## src/rtl/bresenham_pkg.sv

```systemverilog
// ---------------------------------------------------------------------------
// bresenham_pkg
// Shared types and constants for the horizontal span filler.
//   fill_state_t  : IDLE / FILL / DONE controller states
//   COORD_W       : width of one x or y coordinate
//   ADDR_W        : frame-buffer address width (covers 255*320+255 = 81855)
//   COLOR_W       : packed RGB colour width
//   H_RES_DEFAULT : default pixels per frame-buffer row
// ---------------------------------------------------------------------------
package bresenham_pkg;

    typedef enum logic [1:0] {
        IDLE = 2'd0,
        FILL = 2'd1,
        DONE = 2'd2
    } fill_state_t;

    localparam int COORD_W       = 8;
    localparam int ADDR_W        = 18;
    localparam int COLOR_W       = 24;
    localparam int H_RES_DEFAULT = 320;

endpackage

```

## src/rtl/bresenham_fill_addr.sv

```systemverilog
// ---------------------------------------------------------------------------
// bresenham_fill_addr
// Combinational linear frame-buffer address: addr = y * H_RES + x.
// All arithmetic is done at the full address width so the largest pixel
// (255, 255) lands at 81855 without truncation.
// Ports:
//   x    in  COORD_W  column
//   y    in  COORD_W  row
//   addr out ADDR_W   linear write address
// ---------------------------------------------------------------------------
module bresenham_fill_addr
    import bresenham_pkg::*;
#(
    parameter int H_RES = H_RES_DEFAULT
)
(
    input  logic [COORD_W-1:0] x,
    input  logic [COORD_W-1:0] y,
    output logic [ADDR_W-1:0]  addr
);

    localparam logic [ADDR_W-1:0] ROW_PITCH = ADDR_W'(H_RES);

    assign addr = ADDR_W'(y) * ROW_PITCH + ADDR_W'(x);

endmodule

```

## src/rtl/bresenham_fill.sv

```systemverilog
// ---------------------------------------------------------------------------
// bresenham_fill
// Fills one horizontal span of a frame buffer with a solid colour, one pixel
// per clock. A request in IDLE latches the span and emits the first write on
// the same edge; FILL walks x up to the right end; DONE pulses ack_2 once.
//
// Configuration macro: FILL_ENDPOINT_SWAP_EN
//   defined   : endpoints are ordered, span is min(xA,xB)..max(xA,xB)
//   undefined : span is xA..xB; when xA > xB only pixel xA is written
//
// Ports:
//   clk             in   system clock, rising edge
//   rst             in   asynchronous active-high reset
//   req_2           in   start-fill request, sampled in IDLE only
//   ack_2           out  one-cycle fill-complete pulse
//   point_out_a_x   in   [7:0] endpoint A x
//   point_out_b_xy  in   [15:8] endpoint B x, [7:0] row y
//   rgb             in   fill colour {R,G,B}
//   rdata/gdata/bdata out colour channels of the current write
//   waddr           out  frame-buffer write address
//   we              out  frame-buffer write enable
// ---------------------------------------------------------------------------
module bresenham_fill
    import bresenham_pkg::*;
#(
    parameter int H_RES = H_RES_DEFAULT
)
(
    input  logic                 clk,
    input  logic                 rst,
    input  logic                 req_2,
    output logic                 ack_2,
    input  logic [COORD_W-1:0]   point_out_a_x,
    input  logic [2*COORD_W-1:0] point_out_b_xy,
    input  logic [COLOR_W-1:0]   rgb,
    output logic [7:0]           rdata,
    output logic [7:0]           gdata,
    output logic [7:0]           bdata,
    output logic [ADDR_W-1:0]    waddr,
    output logic                 we
);

    fill_state_t        state, state_nxt;
    logic [COORD_W-1:0] x_cur, x_cur_nxt;
    logic [COORD_W-1:0] x_hi, x_hi_nxt;
    logic               we_nxt, ack_nxt;
    logic [ADDR_W-1:0]  waddr_nxt, base_addr;
    logic [7:0]         r_nxt, g_nxt, b_nxt;

    logic [COORD_W-1:0] a_x, b_x, row_y;
    logic [COORD_W-1:0] span_lo, span_hi;

    assign a_x   = point_out_a_x;
    assign b_x   = point_out_b_xy[2*COORD_W-1:COORD_W];
    assign row_y = point_out_b_xy[COORD_W-1:0];

`ifdef FILL_ENDPOINT_SWAP_EN
    assign span_lo = (a_x <= b_x) ? a_x : b_x;
    assign span_hi = (a_x <= b_x) ? b_x : a_x;
`else
    // A reversed pair collapses to the single pixel xA; clamping the end to
    // xA keeps the equality stop from running past 255 and wrapping.
    assign span_lo = a_x;
    assign span_hi = (a_x > b_x) ? a_x : b_x;
`endif

    bresenham_fill_addr #(
        .H_RES (H_RES)
    ) u_addr (
        .x    (span_lo),
        .y    (row_y),
        .addr (base_addr)
    );

    // Next-state and next-output logic. Every output is registered, so this
    // block decides what the outputs become on the coming edge. The stop
    // test is equality before increment, so x never has to count past 255.
    always_comb begin
        state_nxt = state;
        x_cur_nxt = x_cur;
        x_hi_nxt  = x_hi;
        we_nxt    = 1'b0;
        ack_nxt   = 1'b0;
        waddr_nxt = waddr;
        r_nxt     = rdata;
        g_nxt     = gdata;
        b_nxt     = bdata;

        case (state)
            IDLE: begin
                if (req_2) begin
                    state_nxt = FILL;
                    x_cur_nxt = span_lo;
                    x_hi_nxt  = span_hi;
                    we_nxt    = 1'b1;
                    waddr_nxt = base_addr;
                    r_nxt     = rgb[23:16];
                    g_nxt     = rgb[15:8];
                    b_nxt     = rgb[7:0];
                end
            end
            FILL: begin
                if (x_cur == x_hi) begin
                    state_nxt = DONE;
                    ack_nxt   = 1'b1;
                end else begin
                    x_cur_nxt = x_cur + 1'b1;
                    we_nxt    = 1'b1;
                    waddr_nxt = waddr + 1'b1;
                end
            end
            DONE: begin
                state_nxt = IDLE;
            end
            default: begin
                state_nxt = IDLE;
            end
        endcase
    end

    // State and output registers; reset aborts any span without an ack.
    always_ff @(posedge clk or posedge rst) begin
        if (rst) begin
            state <= IDLE;
            x_cur <= '0;
            x_hi  <= '0;
            we    <= 1'b0;
            ack_2 <= 1'b0;
            waddr <= '0;
            rdata <= '0;
            gdata <= '0;
            bdata <= '0;
        end else begin
            state <= state_nxt;
            x_cur <= x_cur_nxt;
            x_hi  <= x_hi_nxt;
            we    <= we_nxt;
            ack_2 <= ack_nxt;
            waddr <= waddr_nxt;
            rdata <= r_nxt;
            gdata <= g_nxt;
            bdata <= b_nxt;
        end
    end

endmodule

```

## config.mk

```make
export PLATFORM = sky130hd
export DESIGN_NAME = bresenham_fill
export DESIGN_NICKNAME = d
export VERILOG_FILES = /design/src/rtl/bresenham_pkg.sv /design/src/rtl/bresenham_fill_addr.sv /design/src/rtl/bresenham_fill.sv
export SDC_FILE = /design/constraint.sdc
export NUM_CORES = 1
export LEC_CHECK = 0
export CAP_MARGIN = 20
export CORE_ASPECT_RATIO = 1.5
export CORE_UTILIZATION = 45
export CTS_CLUSTER_DIAMETER = 200
export DETAILED_ROUTE_END_ITERATION = 6
export GPL_TIMING_DRIVEN = 1
export PLACE_DENSITY = 0.83
export RECOVER_POWER = 25
export SETUP_SLACK_MARGIN = 0.1
export SLEW_MARGIN = 20
export SYNTH_ARGS = -nofsm -noshare
export SYNTH_HDL_FRONTEND = slang
export SYNTH_SLANG_ARGS = --single-unit
```

## constraint.sdc

```tcl
create_clock -name clk -period 1.8 [get_ports clk]
set_input_delay 0.36 -clock clk [delete_from_list [all_inputs] [get_ports clk]]
set_output_delay 0.36 -clock clk [all_outputs]
set_load 0.005 [all_outputs]
```

After elaboration in Yosys (flattened, before gate mapping)
Cells that the tools add are included.

Add/sub/neg operators: 3. $mul: 1. Divide/modulo/power cells: 0. Magnitude comparators: 1. Eq/ne operators: 5. Shift-type cells: 0. Multiplexer cells: 15. Bitwise gates (word level): 0. Reduce and logical (&&, ||, !) cells: 5.

Operators by type and width (count): 2-to-1 mux 18 bit (2); one-hot mux 18 bit (2 select lines) (1); 2-to-1 mux 8 bit (3); adder 17 x 8 -> 18 bit (1); adder 18 x 1 -> 18 bit (second input constant) (1); one-hot mux 8 bit (2 select lines) (1); multiplier 8 x 3 -> 11 bit (second input constant) (1); adder 8 x 1 -> 8 bit (second input constant) (1); equality test 8 bit (1); greater-than comparator 8 bit (1); != test 2 bit (second input constant) (3); 2-to-1 mux 1 bit (4); 2-to-1 mux 2 bit (2); one-hot mux 2 bit (2 select lines) (1); AND reduction 2 bit (2); AND reduction 3 bit (1); equality test 2 x 1 -> 1 bit (second input constant) (1); zero test 2 bit (1); one-hot mux 1 bit (2 select lines) (1); nonzero test 2 bit (1).

Register bits after elaboration: 62. Bits in latches: 0. RAM bits: 0. ROM bits: 0. Output and inout port bits: 44. Memories kept: 0.

Logic depth before layout (Yosys ltp)
Depth after elaboration: 4. Mapped depth: 9.

Cells and area by module
From an unflattened synthesis, not the netlist that was laid out.

Cells, all modules: 467. Area total of the unflattened synthesis: 3956.3 um2.

By module, submodules not included: bresenham_fill (instances 1, cells an instance 396, area each 3374.5 um2, sequential area each 1551.5 um2); bresenham_fill_addr (instances 1, cells an instance 71, area each 581.8 um2, sequential area each 0.0 um2).

Worst setup path after synthesis
OpenSTA, ideal clock, no wires.

Kind: in2reg. Start point: in point_out_b_xy[1]. End point: reg waddr[15]. Library setup time: 0.094 ns. Arrival: 2.375 ns. Data required time: 1.706 ns. Slack: -0.669 ns. Stages on the path: 8. Path buffers: 0. Path through: ha_1 -> ha_1 -> fa_1 -> nand4_1 -> nor4_2 -> nand3_1 -> xor2_1 -> a211oi_1.

Cells in the longest elaborated chain, start to end: 4.

RTL lines: from (decl) (RTL line bresenham_fill.sv:34) `input logic [2*COORD_W-1:0] point_out_b_xy,`; multiplier 8 x 3 -> 11 bit (RTL line bresenham_fill_addr.sv:24) `assign addr = ADDR_W'(y) * ROW_PITCH + ADDR_W'(x);`; adder 17 x 8 -> 18 bit (RTL line bresenham_fill_addr.sv:24); 2-to-1 mux 18 bit (RTL line bresenham_fill.sv:91) `if (req_2) begin`; one-hot mux 18 bit (2 select lines) (RTL line bresenham_fill.sv:89) `case (state)`; to (signal assigned) (RTL line bresenham_fill.sv:139) `waddr <= waddr_nxt;`; to (decl) (RTL line bresenham_fill.sv:39) `output logic [ADDR_W-1:0] waddr,`.

No other way between the ends. The select of a mux whose other input is x is not followed. A chain may end at the register's enable or synchronous reset.

Final worst setup path
Start point: in point_out_b_xy[0]. End point: reg waddr[12].

The elaborated chain is that of the path after synthesis.

==> PnR_summary.wiki <==
{| class="wikitable"
! Metric !! Value
|-
| Post-synthesis sequential element count || 62
|-
| Total power per unit cell area || 1570 nW/µm²
|-
| TritonCTS clock tree || done
|-
| Share of final-layout standard cells stronger than drive strength 1 || 40.7%
|-
| Root buffer cell || clkbuf_16
|-
| Total iterations of the first detailed-routing run || 6
|-
| Sequential share of the synthesized area || 41.4%
|-
| Final total power || 10.2 mW
|-
| Number of fill cells in the layout || 430
|-
| Pin count of the biggest net entering global routing || 51
|-
| GRT Residual Overflow || 0
|-
| Ports placed on the boundary || 95
|-
| Worst-path maximum fanout || 2
|-
| Slowest stage cell, crit path || fa_2
|-
| Die ar. || 8710 µm²
|-
| Chip Width || 76.5 µm
|-
| Clk_lat worst skew || 0.33 ns
|-
| Effective utilization at floorplan || 46.5%
|-
| TritonCTS Buffers || 9
|-
| Portion of total power attributed to the clock network || 19.4%
|-
| DP Wirelength || 7010 µm
|-
| Failing checks || setup timing
|-
| Total of hold buffers inserted after clock tree synthesis || 0
|-
| DRC violation count after routing || 0
|-
| Via Count || 4012
|-
| Largest area contributor in the netlist || dfrtp_1
|-
| Area of the core || 8060 µm²
|-
| Overall fraction of global-route tracks in use || 29.1%
|-
| Largest stage delay on the critical path || 0.40 ns
|-
| Via count of the first global-routing pass || 4054
|-
| P_int || 6.44 mW
|-
| Library cell with the highest instance count after synthesis || dfrtp_1
|-
| Final Skew || 0.00837 ns
|-
| Detail-routed via count per cell || 5.96
|-
| Average wire length per cell after detail routing || 20.4 µm
|-
| Inserted Diodes || 0
|-
| Worst Path Class, Setup || in -> reg
|-
| Distinct cells, synth || 47
|-
| Pins over their slew limit || 0
|-
| Summed instance area of the synthesized netlist || 3750 µm²
|-
| Synth warn || 0
|-
| Synthesized Nets || 466
|-
| Number of buffer and inverter instances along the worst setup path || 4
|-
| Sequential cell area || 1550 µm²
|-
| Max-Cap Viols || 0
|-
| Cell Chain, Critical Path || buf_2 -> buf_4 -> ha_2 -> inv_1 -> fa_2 -> and3b_1 -> nand2_2 -> nor2_2 -> buf_4 -> xor2_1 -> nand2_1 -> a31oi_1
|-
| FFs w/ async S/R, synth || 100%
|-
| Routability congestion estimate || 0.797
|-
| Final core area utilization || 80.5%
|-
| Worst-Margin Slew || 0.806 ns
|-
| Arrival time at the worst endpoint || 2.51 ns
|-
| Largest cells by area after synthesis || dfrtp_1, ha_1, a21oi_1
|-
| Path class of the lowest-slack min-delay path || in -> reg
|-
| Switching power summed over all nets || 3.72 mW
|-
| Post-synth top flop || dfrtp_1
|-
| Top cell family by delay on the critical path || simple AND/OR/NAND/NOR gates
|-
| Area share of the largest cell type after synthesis || 41.4%
|-
| Sequential share of power || 25.9%
|-
| Wire length of the first global-routing pass || 19600 µm
|-
| Clock net sink count || 62
|-
| Total Wirelength || 13800 µm
|-
| Outcome || complete, but fails checks
|-
| Most numerous cell types in the synthesized netlist || dfrtp_1, a21oi_1, nand2_1
|-
| Finished Layout Cells || 673
|-
| First-iteration detailed-routing DRC count || 306
|-
| Number of synthesized flops with an enable pin || 0
|-
| Multi-input gate area || 2630 µm²
|-
| Die extent in y || 114 µm
|-
| Worst max-slew margin expressed relative to the limit || 45.9%
|-
| Hold_ws || 0.376 ns
|-
| IR drop worst, VDD || 0.999 mV
|-
| Final period demand of the worst path || 2.26 ns
|-
| Combinational share of power || 54.7%
|-
| Achievable frequency || 0.442 GHz
|-
| Final worst setup slack || -0.464 ns
|-
| Clock transition at the registers of the reported paths || 0.06 ns
|-
| Average instance area after synthesis || 9.64 µm²
|-
| Share of the clock period used by the worst path || 126%
|-
| Clock Path Buffers || 2
|-
| Post-synthesis instance total || 389
|-
| Leak pwr || 2.79 nW
|-
| Remaining antenna violation count || 0
|-
| Unrepaired setup endpoints after global routing || yes
|-
| Initial antenna violation count || 0
|-
| Growth of design area from synthesis to finish || 73.1%
|-
| Number of H-tree branching levels || 3
|-
| Most used cell along the critical path || buf_4
|-
| Switching Share || 36.6%
|-
| Final-report setup violation count || 26
|-
| Capturing element type of the critical path || flop
|-
| Port bufs || 94
|-
| Required time worst endpoint || 2.04 ns
|-
| Final-report hold violation count || 0
|-
| Placed cells || 633
|-
| # nets final || 640
|-
| Count of standard-cell rows || 40
|-
| Startpoint types || primary input
|}
worst min-delay path: stages:
cell and delay (ns):
clkbuf_2 0.10, mux2i_1 0.07, a21oi_1 0.12
what timing repair did:
| item | 4_1_cts | 5_1_grt |
|---|---|---|
| pin swaps | 45 | 17 |
| buffers inserted | 13 | 8 |
| endpoints found under the hold margin | 0 | 0 |
| endpoints found under the setup margin | 41 | 49 |
| gates cloned | 7 | 0 |
| gates resized for setup | 121 | 58 |
metrics by stage:
stage | setup WS [ns] | TNS, ns | area, µm²
2_1_floorplan | -0.459 | -1.81 | 3870
3_3_place_gp | -1.02 | -12.05 | 5380
3_5_place_dp | -1.19 | -13.87 | 5380
4_1_cts | -0.316 | -4.71 | 6340
5_1_grt | -0.499 | -7.94 | 6490
6_report | -0.464 | -6.74 | 6490
power groups by stage:
stage | registers (mW) | logic, mW | clock network (mW)
after floorplan | 2.62 | 2.00 | 0
after global placement | 2.50 | 3.89 | 0
after detailed placement | 2.54 | 4.02 | 0
after CTS | 2.55 | 4.96 | 1.98
after global routing | 2.70 | 5.85 | 2.04
final | 2.63 | 5.56 | 1.97
path summary, 6_finish.rpt:
check	slack [ns]	depth (start not counted)	startpoint	end
setup / recovery	-0.46	12	point_out_b_xy[0]	waddr[12]
setup reg to reg	-0.29	8	x_cur[1]	waddr[8]
hold / removal	0.38	3	point_out_b_xy[15]	x_hi[7]
max in group asynchronous	0.18	3	rst	waddr[16]
min in group asynchronous	0.59	2	rst	waddr[0]
hold reg to reg	0.50	1	rdata[5]	rdata[5]
layout make-up:
class / count / area share, %
well taps: 105 / 2.02
multi-input cells: 294 / 40.5
flip-flops and latches: 62 / 23.9
clock inverters: 7 / 1.74
repair buffers: 182 / 27.5
inverters: 14 / 0.868
clock buffers: 9 / 3.47
state kept, by name (all words and copies together), names as in the netlist:
| name | cells |
|---|---|
| ack_2 | 1 |
| bdata | 8 |
| gdata | 8 |
| rdata | 8 |
| state | 2 |
| waddr | 18 |
| we | 1 |
| x_cur | 8 |
| x_hi | 8 |
logic make-up (layout without fill, tap and decap cells):
logic type	count (synthesis)	in the layout	synth area share (%)
buffers and inverters	33	212	4.51
and+or+nand+nor	107	107	14.2
AOI/OAI and AO/OA	107	107	16.2
muxes	35	35	10.1
xor gates and xnor gates	19	19	4.44
adders and majority gates	26	26	9.08
DFF	62	62	41.4
layout by cell type, fill, tap and decap left out, drive strengths merged, types with 4 or more instances in the layout:
| master | Yosys | routed |
|---|---|---|
| xnor2 | 6 | 6 |
| buf | 9 | 91 |
| nand2b | 4 | 4 |
| o21ai | 28 | 28 |
| nor2 | 27 | 27 |
| clkdlybuf4s50 | 0 | 63 |
| dfrtp | 62 | 62 |
| o22ai | 7 | 7 |
| a21oi | 54 | 54 |
| ha | 24 | 24 |
| clkbuf | 10 | 20 |
| mux2 | 24 | 24 |
| a211oi | 5 | 5 |
| mux2i | 11 | 11 |
| dlygate4sd2 | 0 | 12 |
| xor2 | 13 | 13 |
| nand4 | 8 | 8 |
| nand3 | 14 | 14 |
| nand2 | 31 | 31 |
| inv | 14 | 13 |
routing by layer:
layer	vias to the layer above	GRT usage, %	routed length (µm)
li1	1746	-	-
met1	1922	31.0	4850
met4	0	17.4	897
met2	256	53.5	7110
met5	-	0	0
met3	88	4.88	904
Note: power is estimated with default switching activity, not from simulation.
